[config.mk]
export PLATFORM = sky130hd
export DESIGN_NAME = matrix_store_responder
export DESIGN_NICKNAME = d
export VERILOG_FILES = /design/src/rtl/matrix_store_responder.sv
export SDC_FILE = /design/constraint.sdc
export NUM_CORES = 2
export LEC_CHECK = 0
export CAP_MARGIN = 20
export CORE_ASPECT_RATIO = 1.4
export CORE_MARGIN = 2
export CORE_UTILIZATION = 45
export CTS_BUF_LIST = sky130_fd_sc_hd__clkbuf_16
export DETAILED_ROUTE_END_ITERATION = 10
export GPL_ROUTABILITY_DRIVEN = 1
export RECOVER_POWER = 25
export SLEW_MARGIN = 25
export SYNTH_ARGS = -nofsm -noshare
export SYNTH_HDL_FRONTEND = slang
export SYNTH_SLANG_ARGS = --single-unit
[constraint.sdc]
create_clock -name in_clk -period 5.17 [get_ports in_clk]
set_input_delay 0.7755 -clock in_clk [delete_from_list [all_inputs] [get_ports in_clk]]
set_output_delay 0.7755 -clock in_clk [all_outputs]
set_load 0.01 [all_outputs]
[src/rtl/matrix_store_responder.sv]
// Matrix store responder: holds matrices A, B and C, serves cell/row/column
// reads by gathering one cell per cycle, and commits single-cycle cell writes.
module matrix_store_responder #(
   parameter int size          = 4,
   parameter int cell_width    = 32,
   parameter int address_width = 4,
   parameter int width         = cell_width * size
) (
   input  logic                     in_clk,
   input  logic                     in_reset,
   input  logic [address_width-1:0] in_reg_address,
   input  logic [1:0]               in_type,
   input  logic [1:0]               in_matrix,
   input  logic                     in_read_en,
   input  logic                     in_write_en,
   input  logic [width-1:0]         in_data,
   output logic [width-1:0]         out_data,
   output logic                     out_data_ready,
   output logic                     out_error,
   output logic                     out_busy
);

   typedef enum logic [1:0] {S_IDLE, S_GATHER, S_READY, S_RELEASE} state_t;

   localparam logic [1:0] T_CELL = 2'b00;
   localparam logic [1:0] T_ROW  = 2'b01;
   localparam logic [1:0] T_COL  = 2'b10;
   localparam logic [1:0] M_NONE = 2'b11;

   localparam int cnt_w = $clog2(size) + 1;
   localparam logic [address_width:0]   n_cells   = (address_width+1)'(size * size);
   localparam logic [address_width:0]   size_ext  = (address_width+1)'(size);
   localparam logic [address_width-1:0] size_addr = address_width'(size);
   localparam logic [cnt_w-1:0]         last_cnt  = cnt_w'(size - 1);

   state_t state, state_nxt;

   // Storage; index 3 (invalid matrix) is never written and stays constant zero.
   logic [cell_width-1:0] mem [4][size*size];

   logic [address_width-1:0] req_addr;
   logic [1:0]               req_type;
   logic [1:0]               req_matrix;
   logic [cnt_w-1:0]         cnt, cnt_nxt;

   logic [width-1:0]         data_nxt;
   logic                     ready_nxt, error_nxt, latch_req, mem_we;

   logic                     in_range, read_ok, write_ok;
   logic [address_width-1:0] gather_idx;
   logic                     gather_last;
   logic [cell_width-1:0]    gather_cell;

   // Only the low cell of in_data carries write data.
   logic unused_data;
   assign unused_data = ^in_data[width-1:cell_width];

   assign out_busy = (state != S_IDLE);

   // Request validation; out-of-range requests are rejected before any indexing.
   always_comb begin
      in_range = ({1'b0, in_reg_address} < n_cells);
      case (in_type)
         T_CELL:  read_ok = in_range;
         T_ROW:   read_ok = in_range && ((in_reg_address % size_addr) == '0);
         T_COL:   read_ok = ({1'b0, in_reg_address} < size_ext);
         default: read_ok = 1'b0;
      endcase
      read_ok  = read_ok && (in_matrix != M_NONE);
      write_ok = (in_type == T_CELL) && (in_matrix != M_NONE) && in_range;
   end

   // Address of the cell gathered this cycle, and whether it is the final one.
   always_comb begin
      case (req_type)
         T_ROW:   gather_idx = req_addr + address_width'(cnt);
         T_COL:   gather_idx = req_addr + address_width'(cnt) * size_addr;
         default: gather_idx = req_addr;
      endcase
      gather_last = (req_type == T_CELL) ? (cnt == '0) : (cnt == last_cnt);
      gather_cell = mem[req_matrix][gather_idx];
   end

   // State register.
   always_ff @(posedge in_clk) begin
      if (in_reset) state <= S_IDLE;
      else          state <= state_nxt;
   end

   // Next-state logic.
   always_comb begin
      state_nxt = state;
      case (state)
         S_IDLE:
            if (in_read_en && !in_write_en)
               state_nxt = read_ok ? S_GATHER : S_READY;
         S_GATHER:
            if (gather_last) state_nxt = S_READY;
         S_READY:
            state_nxt = S_RELEASE;
         S_RELEASE:
            if (!in_read_en) state_nxt = S_IDLE;
         default:
            state_nxt = S_IDLE;
      endcase
   end

   // Output/datapath next values; ready and error default low so they pulse.
   always_comb begin
      data_nxt  = out_data;
      ready_nxt = 1'b0;
      error_nxt = 1'b0;
      cnt_nxt   = cnt;
      latch_req = 1'b0;
      mem_we    = 1'b0;
      case (state)
         S_IDLE: begin
            if (in_read_en && in_write_en) begin
               error_nxt = 1'b1;
            end else if (in_read_en) begin
               data_nxt = '0;
               if (read_ok) begin
                  latch_req = 1'b1;
                  cnt_nxt   = '0;
               end else begin
                  error_nxt = 1'b1;
                  ready_nxt = 1'b1;
               end
            end else if (in_write_en) begin
               if (write_ok) mem_we    = 1'b1;
               else          error_nxt = 1'b1;
            end
         end
         S_GATHER: begin
            data_nxt[int'(cnt)*cell_width +: cell_width] = gather_cell;
            cnt_nxt = cnt + 1'b1;
            if (gather_last) ready_nxt = 1'b1;
            if (in_write_en) error_nxt = 1'b1;
         end
         default: begin
            if (in_write_en) error_nxt = 1'b1;
         end
      endcase
   end

   // Datapath registers and storage; reset clears every cell.
   always_ff @(posedge in_clk) begin
      if (in_reset) begin
         out_data       <= '0;
         out_data_ready <= 1'b0;
         out_error      <= 1'b0;
         cnt            <= '0;
         req_addr       <= '0;
         req_type       <= '0;
         req_matrix     <= '0;
         for (int m = 0; m < 4; m++)
            for (int i = 0; i < size*size; i++)
               mem[m][i] <= '0;
      end else begin
         out_data       <= data_nxt;
         out_data_ready <= ready_nxt;
         out_error      <= error_nxt;
         cnt            <= cnt_nxt;
         if (latch_req) begin
            req_addr   <= in_reg_address;
            req_type   <= in_type;
            req_matrix <= in_matrix;
         end
         if (mem_we) mem[in_matrix][in_reg_address] <= in_data[cell_width-1:0];
      end
   end

endmodule

After elaboration in Yosys (flattened, before gate mapping)
Memories as Yosys holds them, arrays and structs flattened. A register that Yosys moved wholly into a read port is not among the register bits.
Index checks and enable logic that the tools add are counted.
- flip-flop bits (word level): 143
- latch bits: 0
- bits in writable memories: 2048
- bits in read-only memories: 0
- output and inout port bits: 131
- memories kept: 1
- add/subtract/negate cells: 4
- $mul: 0
- div/mod/pow operators: 0
- $lt $le $gt $ge: 4
- equal/unequal tests: 15
- shift-type cells: 2
- multiplexer cells: 51
- bitwise operators: 2
- reductions and logical operators: 17
- memories (memory ; words ; bits a word ; rd ports ; clocked after memory_dff ; wr ports ; RTL line ; RTL):
    mem ; 4 ; 512 ; 1 ; 1 ; 4 ; 39 ; logic [cell_width-1:0] mem [4][size*size];
- operators by type and width (kind ; number):
    512-bit 2-to-1 mux ; 3
    512-bit OR reduction ; 1
    128-bit 2-to-1 mux ; 2
    128-bit one-hot mux with 2 select lines ; 1
    32-bit binary-select mux with 4-bit select ; 1
    128-bit bitwise mux ; 1
    32-bit demux with 4-bit select ; 1
    32-bit by 33-bit variable shift with 128-bit output (first input constant) ; 1
    32-bit by 33-bit variable part select with 128-bit output ; 1
    32-bit 2-to-1 mux ; 3
    8-bit negation with 33-bit output ; 1
    1-bit 2-to-1 mux ; 24
    2-bit 2-to-1 mux ; 7
    2-bit inequality test (second input constant) ; 7
    5-bit >= comparator (second input constant) ; 2
    4-bit inverter with 5-bit output ; 2
    3-bit 2-to-1 mux ; 3
    2-bit equality test (second input constant) ; 4
    2-bit one-hot mux with 4 select lines ; 1
    4-bit one-hot mux with 2 select lines ; 1
    2-bit by 1-bit equality test with 1-bit output (second input constant) ; 3
    2-bit logical NOT ; 3
    3-bit one-hot mux with 2 select lines ; 1
    3-bit AND reduction ; 2
    14 further kinds ; 19

Depth between registers and ports, before layout
- depth in word-level cells: 12
- gate-level depth with buffers: 11

Worst setup path before layout
OpenSTA, ideal clock, no wires.
- path type: in2reg
- start point: input in_type[1]
- end point: memory mem[0][0] (netlist bit), enable pin
- library setup time: 375 ps
- arrival: 2581 ps
- path slack: 2214 ps
- stages: 8
- path buffers: 2
- cells stage by stage: nor3_1 nand3_1 nor3b_2 or3b_1 clkbuf_1 buf_4 nor2_2 or2_2
- RTL lines (element ; RTL line ; RTL):
    from (decl) ; 12 ; input logic [1:0] in_type,
    to (decl) ; 39 ;

==> flow_metrics.tcl <==
set metrics [dict create \
    overflow 0 \
    ant_nets 0 \
    nets 6411 \
    drive_above_1_share_pct 17.11 \
    h-tree-depth 4 \
    final_common_cell "edfxtp_1" \
    setup_tns_ps 0 \
    grt_max_degree 127 \
    maxSlewHeadroom_pct -94.76 \
    gp_congestion 0.8019 \
    syn2layout_area_growth_pct 14.33 \
    first_pass_iters 5 \
    irDropWorstVdd_v 0.0002850 \
    maxCapViolations 13 \
    reg2reg_to "out_data[101]" \
    start_kind "primary input" \
    clkPwrFrac_pct 38.8 \
    numCtsBuffers 213 \
    run_status "complete, but fails checks" \
    p_sw_w 0.008543 \
    maxSlewViolCount 572 \
    synth_top_flop_cell "edfxtp_1" \
    fmax_mhz 217.4 \
    antenna_found_initial 5 \
    hp-start "out_data[63]" \
    tightest_slew_ps 2921 \
    cp.required_ps 5860 \
    cts_root_buffer "clkbuf_16" \
    hpwl_um 145400 \
    ys_warn_count 0 \
    portBuffers 174 \
    fillCellCount 17170 \
    worst-r2r-setup-slack_ps 860 \
    wl_met2_um 127900 \
    clock_latency_ps 860 \
    syn-mean-instance-area_sq_um 16.84 \
    pre_cts_ws_ps 915.5 \
    critPathKind "in -> reg" \
    wl_met3_um 10880 \
    via_per_inst 5.319 \
    post_cts_buffers 0 \
    holdPathEnd "out_data[63]" \
    worstReg2RegStart "req_type[0]" \
    die_x_um 393.0 \
    worstPathMaxFanout 103 \
    endpoint_kind "flop" \
    synth_edf_count 2048 \
    wirelength_um 236000 \
    holdPathStages 2 \
    p_comb_share_pct 7.2 \
    row_count 199 \
    final_area_sq_um 109000 \
    syn_inst 5660 \
    synth_seq_area_share_pct 67.55 \
    min_period_ps 4601 \
    layout_common_cells "edfxtp_1 (2,048), and2_1 (1,393), mux4_2 (512), conb_1 (512), mux2i_1 (488)" \
    rsz0062_at_grt "no" \
    violations "capacitance limit, slew limit" \
    cts_resized 0 \
    die_h_um 548.6 \
    synth-seq-cells 2193 \
    initial_utilization_pct 45.31 \
    swShare_pct 22.64 \
    wl_per_cell_um 25.58 \
    grt_use_total_pct 22.06 \
    synth.distinct_cells 46 \
    cts_tree "yes" \
    clk_pin_slew_worst_paths_ps 60 \
    maxUsedRoutingLayer "met5" \
    hold_path_class "reg -> reg" \
    clock_path_buffers 4 \
    hold_viol 0 \
    place_area_sq_um 102600 \
    die_area_sq_um 215600 \
    fin_skew_ps 30.26 \
    finalSetupViolations 0 \
    syn-cell-area_sq_um 95340 \
    pwr-share-seq_pct 54.0 \
    p_leak_nw 39.67 \
    fp.coreArea_sq_um 210400 \
    clock_sinks 2193 \
    wl_met1_um 91130 \
    async_flop_share_pct 0 \
    drc 0 \
    ctsHoldBuffers 0 \
    drt_iter0_markers 3719 \
    p_int_w 0.02920 \
    grt_pass1_wl_um 346600 \
    min_period_over_period_pct 88.99 \
    grt_pass1_vias 52000 \
    vias 49090 \
    arrival_ps 5290 \
    ff2ff_path_depth 11 \
    power.density_nw_per_um2 346.2 \
    layout_setup_ws_ps 569.4 \
    num_io_pins 271 \
]
power by group through the flow:
stage / combinational, W / sequential, W / clock, W
finish: 0.00272 / 0.0204 / 0.0146
global route: 0.00292 / 0.0204 / 0.0156
detailed placement: 0.00271 / 0.0208 / 0
global placement: 0.00268 / 0.0207 / 0
floorplan: 0.00163 / 0.0207 / 0
CTS: 0.00271 / 0.0204 / 0.0149
synth_stat cells (2+ instances only):
master    count  area, sq um
a21oi_1      14        70.07
a22o_1       96        840.8
a22oi_1       2        15.01
and2_1     1536         9609
buf_1        19        71.32
buf_2       137        685.7
buf_4        15        112.6
buf_6         6        67.56
clkbuf_1    354         1329
dfxtp_1     145         2903
edfxtp_1   2048        61500
ha_1         18        225.2
inv_1        13        48.80
mux2i_1     489         4895
mux4_2      512        11530
nand2_1      55        206.5
nand3_1      14        70.07
nand3b_1      3        22.52
nand4_1       3        18.77
nor2_1       59        221.5
nor2_2       10        62.56
nor2b_1       6        37.54
nor3_1        2        10.01
o21ai_0       3        15.01
o221ai_1     32        280.3
or2_2        48        300.3
or3b_1        2        17.52
routing by layer:
layer	vias up	track usage, %
met4	2	5.831
met2	1217	40.98
met1	25630	26.84
li1	21870	-
met3	362	2.758
met5	-	0
sequential cells by signal (all words and copies together) (netlist names), named ones only:
signal          flops
mem              2048
out_data          128
req_addr            4
cnt                 3
req_matrix          2
req_type            2
state               2
out_data_ready      1
out_error           1
layout make-up:
cell class              count  area (sq um)  share of cell area [%]
flip-flops and latches   2193         64410                   59.09
multi-input cells        3434         30710                   28.17
clock buffers             215          5380                   4.936
inverters                  13         48.80                 0.04477
well taps                2814          3521                   3.230
clock inverters           161         998.5                  0.9160
diodes                      1         2.502                0.002296
repair buffers            397          3933                   3.608
per-stage QoR:
stage          hold slack [ps]  total power, W  util, %  cells
6_report                 460.2         0.03774    51.81   9228
5_1_grt                  485.3         0.03893    51.81   9228
4_1_cts                  443.4         0.03803    51.82   9224
3_5_place_dp             450.4         0.02348    48.79   8848
3_3_place_gp             451.9         0.02339    48.78   8847
2_1_floorplan            453.0         0.02231        -   6171
worst max-delay path by stage:
| stage | cells after the start | slack, ps | to | from |
|---|---|---|---|---|
| 6_report | 7 | 570 | mem[1][487] | in_reset |
| 5_1_grt | 7 | 420 | mem[1][484] | in_reset |
| 4_1_cts | 11 | 910 | out_data[101] | req_type[0] |
| 3_5_place_dp | 11 | 920 | out_data[9] | req_type[0] |
| 3_3_place_gp | 11 | 850 | out_data[100] | req_type[0] |
| 2_1_floorplan | 8 | 2210 | mem[0][0] | in_type[1] |
cells by family (layout without fill, tap and decap cells):
family | count (synthesis) | count (layout) | share of synthesized area (%)
flip-flops | 2193 | 2193 | 67.55
AND/OR/NAND/NOR | 1744 | 1744 | 11.15
multiplexers | 1002 | 1002 | 17.24
buffers and inverters | 544 | 786 | 2.428
AO/OA/AOI/OAI | 155 | 155 | 1.352
adder cells (fa/ha/maj) | 19 | 19 | 0.2572
XOR/XNOR | 2 | 2 | 0.01838
other | 1 | 513 | 0.003933
worst max-delay path, stage by stage:
cell and delay, ps:
clkbuf_2 1380, nor3b_2 800, nand3b_1 130, buf_4 250
nor2_1 160, clkbuf_1 1430, and2_1 290
(Power assumes the default switching activity.)
